==> src/rtl/prog_loader.sv <==
// Byte-stream loader for the CPU instruction/data ROM images. Frames are
// written while the CPU is held in reset; GO/HALT commands drive cpu_rst.
module prog_loader #(
  parameter int NWORDS = 20
) (
  input  logic        clk,
  input  logic        rst,
  input  logic [7:0]  in_data,
  input  logic        in_valid,
  output logic        in_ready,
  output logic [15:0] irom_mem0,  output logic [15:0] irom_mem1,
  output logic [15:0] irom_mem2,  output logic [15:0] irom_mem3,
  output logic [15:0] irom_mem4,  output logic [15:0] irom_mem5,
  output logic [15:0] irom_mem6,  output logic [15:0] irom_mem7,
  output logic [15:0] irom_mem8,  output logic [15:0] irom_mem9,
  output logic [15:0] irom_mem10, output logic [15:0] irom_mem11,
  output logic [15:0] irom_mem12, output logic [15:0] irom_mem13,
  output logic [15:0] irom_mem14, output logic [15:0] irom_mem15,
  output logic [15:0] irom_mem16, output logic [15:0] irom_mem17,
  output logic [15:0] irom_mem18, output logic [15:0] irom_mem19,
  output logic [15:0] drom_mem0,  output logic [15:0] drom_mem1,
  output logic [15:0] drom_mem2,  output logic [15:0] drom_mem3,
  output logic [15:0] drom_mem4,  output logic [15:0] drom_mem5,
  output logic [15:0] drom_mem6,  output logic [15:0] drom_mem7,
  output logic [15:0] drom_mem8,  output logic [15:0] drom_mem9,
  output logic [15:0] drom_mem10, output logic [15:0] drom_mem11,
  output logic [15:0] drom_mem12, output logic [15:0] drom_mem13,
  output logic [15:0] drom_mem14, output logic [15:0] drom_mem15,
  output logic [15:0] drom_mem16, output logic [15:0] drom_mem17,
  output logic [15:0] drom_mem18, output logic [15:0] drom_mem19,
  output logic        cpu_rst,
  output logic        done,
  output logic        err
);

  typedef enum logic [2:0] {IDLE, COUNT, HI, LO, ERR} state_t;

  localparam logic [5:0] NW6 = 6'(NWORDS);
  localparam logic [8:0] NW9 = 9'(NWORDS);

  state_t      state, state_next;
  logic        target;
  logic [4:0]  addr;
  logic [4:0]  remaining;
  logic [7:0]  hi_byte;
  logic [15:0] irom [NWORDS];
  logic [15:0] drom [NWORDS];

  logic fire, do_go, do_halt, load_hdr, load_cnt, latch_hi, wr, last, err_set;
  logic [8:0] frame_end;

  assign in_ready  = (state != ERR);
  assign fire      = in_valid && in_ready;
  // Range check is done wide enough that a large N can never wrap past NWORDS
  assign frame_end = {4'b0, addr} + {1'b0, in_data};

  always_comb begin
    state_next = state;
    do_go      = 1'b0;
    do_halt    = 1'b0;
    load_hdr   = 1'b0;
    load_cnt   = 1'b0;
    latch_hi   = 1'b0;
    wr         = 1'b0;
    last       = 1'b0;
    err_set    = 1'b0;
    case (state)
      IDLE: if (fire) begin
        if (in_data == 8'hFF) do_go = 1'b1;
        else if (in_data == 8'hFE) do_halt = 1'b1;
        else if (in_data[6:5] != 2'b00 || {1'b0, in_data[4:0]} >= NW6 || !cpu_rst) begin
          err_set    = 1'b1;
          state_next = ERR;
        end else begin
          load_hdr   = 1'b1;
          state_next = COUNT;
        end
      end
      COUNT: if (fire) begin
        if (in_data == 8'h00 || frame_end > NW9) begin
          err_set    = 1'b1;
          state_next = ERR;
        end else begin
          load_cnt   = 1'b1;
          state_next = HI;
        end
      end
      HI: if (fire) begin
        latch_hi   = 1'b1;
        state_next = LO;
      end
      LO: if (fire) begin
        wr = 1'b1;
        if (remaining == 5'd1) begin
          last       = 1'b1;
          state_next = IDLE;
        end else begin
          state_next = HI;
        end
      end
      default: state_next = ERR;
    endcase
  end

  always_ff @(posedge clk or negedge rst) begin
    if (!rst) begin
      state     <= IDLE;
      target    <= 1'b0;
      addr      <= '0;
      remaining <= '0;
      hi_byte   <= '0;
      cpu_rst   <= 1'b1;
      done      <= 1'b0;
      err       <= 1'b0;
    end else begin
      state <= state_next;
      done  <= last;
      err   <= err | err_set;
      if (load_hdr) begin
        target <= in_data[7];
        addr   <= in_data[4:0];
      end
      if (load_cnt) remaining <= in_data[4:0];
      if (latch_hi) hi_byte <= in_data;
      if (wr) begin
        addr      <= addr + 5'd1;
        remaining <= remaining - 5'd1;
      end
      // Any error, or sitting in ERR, pins the CPU in reset
      if (err_set || state == ERR) cpu_rst <= 1'b1;
      else if (do_go)              cpu_rst <= 1'b0;
      else if (do_halt)            cpu_rst <= 1'b1;
    end
  end

  always_ff @(posedge clk or negedge rst) begin
    if (!rst) begin
      for (int i = 0; i < NWORDS; i++) begin
        irom[i] <= '0;
        drom[i] <= '0;
      end
    end else if (wr) begin
      if (target) drom[addr] <= {hi_byte, in_data};
      else        irom[addr] <= {hi_byte, in_data};
    end
  end

  assign irom_mem0  = irom[0];  assign irom_mem1  = irom[1];
  assign irom_mem2  = irom[2];  assign irom_mem3  = irom[3];
  assign irom_mem4  = irom[4];  assign irom_mem5  = irom[5];
  assign irom_mem6  = irom[6];  assign irom_mem7  = irom[7];
  assign irom_mem8  = irom[8];  assign irom_mem9  = irom[9];
  assign irom_mem10 = irom[10]; assign irom_mem11 = irom[11];
  assign irom_mem12 = irom[12]; assign irom_mem13 = irom[13];
  assign irom_mem14 = irom[14]; assign irom_mem15 = irom[15];
  assign irom_mem16 = irom[16]; assign irom_mem17 = irom[17];
  assign irom_mem18 = irom[18]; assign irom_mem19 = irom[19];
  assign drom_mem0  = drom[0];  assign drom_mem1  = drom[1];
  assign drom_mem2  = drom[2];  assign drom_mem3  = drom[3];
  assign drom_mem4  = drom[4];  assign drom_mem5  = drom[5];
  assign drom_mem6  = drom[6];  assign drom_mem7  = drom[7];
  assign drom_mem8  = drom[8];  assign drom_mem9  = drom[9];
  assign drom_mem10 = drom[10]; assign drom_mem11 = drom[11];
  assign drom_mem12 = drom[12]; assign drom_mem13 = drom[13];
  assign drom_mem14 = drom[14]; assign drom_mem15 = drom[15];
  assign drom_mem16 = drom[16]; assign drom_mem17 = drom[17];
  assign drom_mem18 = drom[18]; assign drom_mem19 = drom[19];

endmodule

==> config.mk <==
export PLATFORM = sky130hd
export DESIGN_NAME = prog_loader
export DESIGN_NICKNAME = d
export VERILOG_FILES = /design/src/rtl/prog_loader.sv
export SDC_FILE = /design/constraint.sdc
export NUM_CORES = 1
export LEC_CHECK = 0
export ABC_AREA = 1
export BUFFER_PORTS_ARGS = -buffer_cell sky130_fd_sc_hd__buf_4
export CAP_MARGIN = 20
export CORE_AREA = 2 2 257 259
export CTS_BUF_LIST = sky130_fd_sc_hd__clkbuf_16
export DETAILED_ROUTE_END_ITERATION = 7
export DIE_AREA = 0 0 259 261
export GPL_TIMING_DRIVEN = 0
export PLACE_DENSITY = 0.71
export SKIP_CTS_REPAIR_TIMING = 1
export SYNTH_ARGS = -nofsm -noshare
export SYNTH_HDL_FRONTEND = slang
export SYNTH_SLANG_ARGS = --single-unit
==> constraint.sdc <==
create_clock -name clk -period 2 [get_ports clk]
set_input_delay 0.4 -clock clk [delete_from_list [all_inputs] [get_ports clk]]
set_output_delay 0.4 -clock clk [all_outputs]
set_load 0.02 [all_outputs]
==> run metrics, run 1 <==
largest net degree at the start of global routing 113; port bufs between 600 and 700; main flop type after synthesis dfrtp_1; synthesized cell area 25790 µm²; leakage 17.44 nW; top-count cell post-synth nand2_1; Vias/cell between 5 and 6; VDD IR max 0.0005964 V; top post-synthesis cells by count 713 x nand2_1, 664 x dfrtp_1, 590 x o21ai_1, 120 x buf_6, 65 x clkbuf_1; Initial Utilization 0.3965; die height 261 µm; post-synthesis sequential area ratio 0.6454; worst clock skew around 0.026 ns; per-cell routed wire length between 20 and 25 µm; first-pass GRT wire length 134400 µm; initial DRC count 2028; Hold Crit Class in2async; fill cell total of the finished layout 5837; CP Max Fanout 6; Synth Register Bits between 600 and 700; EDFF count, synth 0; RSZ-0062 raised after global routing yes; CP Capture Type register; Yosys top cell area share 0.6444; Req. time, crit path between 2 and 3 ns; ys async rst share 1.000; CP arrival 2.58 ns; status complete, but fails checks; Rows 94; total grt overflow 0; pwr dens 788.3 nW/µm²; IO Pins approximately 660; clock root buffer clkbuf_16; Netlist cell types 32; crit path setup slack, layout -0.03971 ns; leading area contributor after synthesis dfrtp_1; top cells by area, synth dfrtp_1 64%, o21ai_1 11%, nand2_1 10%; Total Wirelength 93160 µm; Fin. Hold Viols 85; DRT antenna net count 0; GRT Overall Usage 0.2698; hold slack -0.2194 ns; Worst setup SP type register; Slowest cell on crit path dfrtp_2; Final Slew Violations 0; vias in the first global route 20.00k; worst setup path class reg2reg; CTS buffer count 72; DIE WIDTH 259 µm; HPWL after detailed placement about 65000 µm; max_slew headroom 0.2865; GPL Wtd Cong 0.8843; Crit path largest cell delay 0.44 ns; Core ar. 65040 µm²; failing checks negative hold slack, negative setup slack; DR pass1 iterations 5; number of max-cap violations 0; Final min period 2.040 ns; fin nets 3181; antenna violations before repair 3; Highest Clock Rate 490.3 MHz; CP dominant cell by count nand2_1; critical path cell sequence ha_4, fa_2, or2_0, nand3_1, nand3_2, a21oi_4, nand3_4, nand2_4, nand2_1, nand2_1; placed insts 3946; Clock Path Buffers 3; Synthesized Nets ~2.4k; final std cells w/o fill 4076; Ys Warns 0; Avg Inst Size Synth about 11 µm²; CTS tree yes; Worst-path clk slew 0.06 ns; TritonCTS Sinks 665; Die ar. 67600 µm²; P&R area growth vs syn 33.25%; Residual DRC 0; share of cells above drive strength 1 0.3170; final period utilization 1.020; clk_lat worst skew 0.61 ns; Final setup viols 5; H-tree lvl count 3; slew at the pin closest to its max-slew limit between 1 and 1.5 ns; vias after detailed routing 20.80k; cells after synthesis 2422
## layout by cell type, fill, tap and decap left out, types with 2 or more instances in the layout
master        n
nor2_1       28
inv_2         4
o21ai_1     590
clkinv_1     17
buf_6       120
bufinv_16     6
buf_2         2
nor2_2        9
dfrtp_2       3
nor3_1        4
clkinv_2     12
nand3_4       2
o211ai_1      5
inv_1        57
o21ai_2      50
o21ai_0      21
nand3_1      16
clkinvlp_4    2
nand3_2       3
a21oi_1       7
buf_12        4
nor2_8        2
buf_4       655
ha_1          9
clkbuf_1     65
nand2_2       7
nand2_1     707
nand2_4      42
nor2_4        2
dfrtp_1     661
clkinv_8      2
clkbuf_16    72
buf_16        6
## routing by layer
layer,track usage,share of wire
met5,0,0.00032
met4,0.1039,0.038
met3,0.06659,0.075
met2,0.4311,0.48
met1,0.3562,0.41
## layout make-up
class	count	area, µm²	area share
Tap cell	864	1081	0.03146
Multi-Input combinational cell	1517	7397	0.2153
Sequential cell	665	16650	0.4845
Timing Repair Buffer	662	5097	0.1484
Buffer	191	1685	0.04905
Clock inverter	55	464.2	0.01351
Antenna cell	1	2.502	0.00007283
Inverter	49	183.9	0.005353
Clock buffer	72	1802	0.05244
## worst paths after layout
path,depth (start not counted),end,slack (ns),startpoint
worst min-delay path,1,drom_mem2[10],-0.22,rst
min in group clk,3,target,0.10,in_data[7]
worst min register to register,2,err,0.48,err
worst max register to register,10,remaining[1],-0.04,addr[0]
max in group asynchronous,4,irom_mem5[7],0.37,rst
worst max-delay path,10,remaining[1],-0.04,addr[0]
## metrics by stage
| step | power [mW] | setup TNS, ns | area (µm²) | setup slack (ns) | util |
|---|---|---|---|---|---|
| finish | 27.08 | -0.1697 | 34360 | -0.03971 | 0.5283 |
| global route | 27.91 | -4.907 | 34360 | -0.1280 | 0.5283 |
| CTS | 27.30 | -1.610 | 34220 | -0.2491 | 0.5261 |
| detailed placement | 14.33 | -32.28 | 31950 | -0.3488 | 0.4912 |
| global placement | 14.29 | -4562.14 | 31780 | -6.937 | 0.4886 |
| floorplan | 13.83 | 0 | 25790 | 0.03474 | - |
## kinds of logic (layout without fill, tap and decap cells)
group / count (synthesis) / count (layout) / synth area share
AOI/OAI and AO/OA: 676 / 676 / 0.1391
xor gates and xnor gates: 2 / 2 / 0.0006794
adders and majority gates: 12 / 12 / 0.006114
buffers and inverters: 240 / 1029 / 0.07249
DFF: 665 / 665 / 0.6454
other: 0 / 1 / 0
and+or+nand+nor: 827 / 827 / 0.1363
## where the power goes
group          switching (mW)  leakage, nW  internal, mW
Clock                    5.64         1.15          7.37
Combinational           0.536         7.01        0.0806
Sequential            0.00115         9.27          13.5
## critical path, delay by kind of cell (launching register included)
family | cells | cell delay, ns
AOI/OAI and AO/OA | 1 | 0.22
adders and majority gates | 2 | 0.53
DFF | 1 | 0.44
and+or+nand+nor | 7 | 0.78
(Power assumes the default switching activity.)
==> run 2: changes to the inputs <==
--- a/config.mk
+++ b/config.mk
@@ -5,13 +5,12 @@
 export SDC_FILE = /design/constraint.sdc
 export NUM_CORES = 1
 export LEC_CHECK = 0
-export ABC_AREA = 1
 export BUFFER_PORTS_ARGS = -buffer_cell sky130_fd_sc_hd__buf_4
 export CAP_MARGIN = 20
-export CORE_AREA = 2 2 257 259
+export CORE_AREA = 2 2 256 258
 export CTS_BUF_LIST = sky130_fd_sc_hd__clkbuf_16
 export DETAILED_ROUTE_END_ITERATION = 7
-export DIE_AREA = 0 0 259 261
+export DIE_AREA = 0 0 258 260
 export GPL_TIMING_DRIVEN = 0
 export PLACE_DENSITY = 0.71
 export SKIP_CTS_REPAIR_TIMING = 1
==> run 2 against run 1 <==
The flow still finishes with violations (negative hold slack, negative setup slack). Clock power is essentially flat. Critical path depth shrank 1. Sequential cell count is the same. Power grew 5.7%. Via count shrank 13%. Synthesized cell count shrank 28%. Worst hold slack lost 0.052 ns. Core utilization grew 5.5 points. Die area shrank 0.77%. Area after synthesis shrank 0.66%. Count of clock-buffer cells in the layout is the same. Largest cell class unchanged. Largest power group unchanged.
==> run metrics, run 2 <==
most frequent cells in the layout 692 x buf_4, 660 x dfrtp_1, 521 x mux2_2 (was 707 x nand2_1, 661 x dfrtp_1, 655 x buf_4); TNS Setup -66.68 ns (was -0.1697 ns); slew at the pin closest to its max-slew limit 1.054 ns (was 1.070 ns); DR pass1 iterations 5 (unchanged); Synthesized Nets 1767 (was 2445); crit path setup slack, layout -0.6579 ns (was -0.03971 ns); Final min period 2.658 ns (was 2.040 ns); setup slack, reg-to-reg -0.66 ns (was -0.04 ns); placed insts 3256 (was 3946); fin nets 2646 (was 3181); r2r startpoint addr[0] (unchanged); EDFF count, synth 0 (unchanged); port bufs 652 (was 654); initial DRC count 1121 (was 2028); Placed Area 31910 µm² (was 31950 µm²); number of max-cap violations 0 (unchanged); main flop type after synthesis dfrtp_1 (unchanged); Rows 93 (was 94); hold slack -0.2710 ns (was -0.2194 ns); die height 260 µm (was 261 µm); Core ar. 64120 µm² (was 65040 µm²); Synth Register Bits 665 (unchanged); Req. time, crit path 2.48 ns (was 2.54 ns); first-pass GRT wire length 119600 µm (was 134400 µm); Worst setup SP type register (unchanged); worst clock skew 0.02060 ns (was 0.02579 ns); P&R area growth vs syn 46.09% (was 33.25%); post-route cell area 37420 µm² (was 34360 µm²); synthesized cell area 25620 µm² (was 25790 µm²); Vias/cell 5.135 (was 5.104); leading cell type in the layout, fill and taps excluded buf_4 (was nand2_1); Highest Clock Rate 376.2 MHz (was 490.3 MHz); top-count cell post-synth dfrtp_1 (was nand2_1); RSZ-0062 raised after global routing yes (unchanged); per-cell routed wire length 24.85 µm (was 22.86 µm); Residual DRC 0 (unchanged); largest net degree at the start of global routing 130 (was 113); Final setup viols 518 (was 5); total grt overflow 0 (unchanged); r2r endpoint remaining[0] (was remaining[1]); final std cells w/o fill 3538 (was 4076); Clock Path Buffers 3 (unchanged); Yosys top cell area share 0.6486 (was 0.6444); Ys Warns 0 (unchanged); GRT Overall Usage 0.2402 (was 0.2698); CP arrival 3.14 ns (was 2.58 ns); Die ar. 67080 µm² (was 67600 µm²); pwr dens 765.0 nW/µm² (was 788.3 nW/µm²); VDD IR max 0.0005922 V (was 0.0005964 V); Initial Utilization 0.3995 (was 0.3965); H-tree lvl count 3 (unchanged); Fin. Hold Viols 99 (was 85); vias in the first global route 18.11k (was 20.00k); Hold Crit Class in2async (unchanged); post-synthesis sequential area ratio 0.6497 (was 0.6454); failing checks negative hold slack, negative setup slack (unchanged); CTS buffer count 72 (unchanged); HPWL after detailed placement 59000 µm (was 64650 µm); vias after detailed routing 18.17k (was 20.80k); top cells by area, synth dfrtp_1 65%, mux2_2 24%, o21ai_0 2.3% (was dfrtp_1 64%, o21ai_1 11%, nand2_1 10%); IO Pins 655 (unchanged); final period utilization 1.329 (was 1.020); Netlist cell types 55 (was 32); leakage 19.68 nW (was 17.44 nW); # diodes 0 (was 1); pre-CTS setup slack -0.8767 ns (was -0.3488 ns); cells after synthesis 1744 (was 2422); Avg Inst Size Synth 14.69 µm² (was 10.65 µm²); Tot Pwr 28.63 mW (was 27.08 mW); Total Wirelength 87920 µm (was 93160 µm); DIE WIDTH 258 µm (was 259 µm); max_slew headroom 0.2974 (was 0.2865); worst setup path class reg2reg (unchanged); GPL Wtd Cong 0.8247 (was 0.8843); CTS tree yes (unchanged); R2R cell count 9 (was 10); CP Capture Type register (unchanged); Worst-path clk slew 0.06 ns (about the same); clock root buffer clkbuf_16 (unchanged); top post-synthesis cells by count 664 x dfrtp_1, 542 x mux2_2, 117 x o21ai_0, 116 x nand2_1, 84 x clkbuf_1 (was 713 x nand2_1, 664 x dfrtp_1, 590 x o21ai_1, 120 x buf_6, 65 x clkbuf_1); Util after Layout 0.5837 (was 0.5283); clk_lat worst skew 0.61 ns (about the same); antenna violations before repair 1 (was 3); ys async rst share 1.000 (unchanged); status complete, but fails checks (unchanged); CP Max Fanout 7 (was 6); fill cell total of the finished layout 5001 (was 5837); share of cells above drive strength 1 0.6068 (was 0.3170); Final Slew Violations 0 (unchanged); leading area contributor after synthesis dfrtp_1 (unchanged); DRT antenna net count 0 (unchanged); TritonCTS Sinks 665 (unchanged)
[run 2: cell types whose count changed after synthesis, moves of 50 or more]
cell / change
buf_6: -119
nand2_1: -597
o21ai_0: +95
o21ai_1: -590
o21ai_2: -50
mux2_2: +542
[run 2: power breakdown]
group / internal [mW] / total (mW) / switching (mW)
combinational: 0.670 / 1.91 / 1.24
clock: 7.45 / 13.1 / 5.67
sequential: 13.5 / 13.6 / 0.0881
total: 21.6 / 28.6 / 7.00
[run 2: logic make-up (layout without fill, tap and decap cells)]
family / after synthesis / in the layout / share of synthesized area
buffers and inverters: 144 / 1080 / 0.02569
muxes: 544 / 544 / 0.2390
AOI/OAI and AO/OA: 153 / 153 / 0.03380
xor gates and xnor gates: 3 / 3 / 0.001026
adders and majority gates: 12 / 12 / 0.006154
and+or+nand+nor: 223 / 226 / 0.04464
DFF: 665 / 665 / 0.6497
[run 2: metal layers]
metal,track usage,vias up,share of wire
li1,-,7847,-
met1,0.2900,9469,0.40
met2,0.4103,671,0.50
met3,0.05897,182,0.060
met4,0.1032,0,0.038
met5,0,-,0
[run 2: worst max-delay path by stage]
| stage | to | from | depth (start not counted) |
|---|---|---|---|
| final | remaining[0] | addr[0] | 9 |
| after global routing | remaining[0] | addr[0] | 9 |
| after CTS | remaining[0] | addr[0] | 8 |
| after detailed placement | remaining[0] | in_data[0] | 9 |
| after global placement | drom_mem6[9] | rst | 1 |
| after floorplan | remaining[3] | addr[0] | 8 |
[run 2: critical path, cell delays in order (launching register included)]
cell       delay, ns
dfrtp_2         0.45
ha_4            0.18
fa_1            0.46
o21ai_1         0.14
a21oi_1         0.08
or4_4           0.51
a2111oi_4       0.29
buf_4           0.20
a221oi_1        0.09
o21a_1          0.15
[run 2: cell type report]
class	instances	area, µm²	area share
repair buffers	808	7127	0.1904
multi-input cells	938	9140	0.2442
clock inverters	62	546.8	0.01461
flip-flops and latches	665	16650	0.4448
clock buffers	72	1802	0.04814
plain buffers	128	1051	0.02808
well taps	855	1070	0.02858
inverters	10	41.29	0.001103
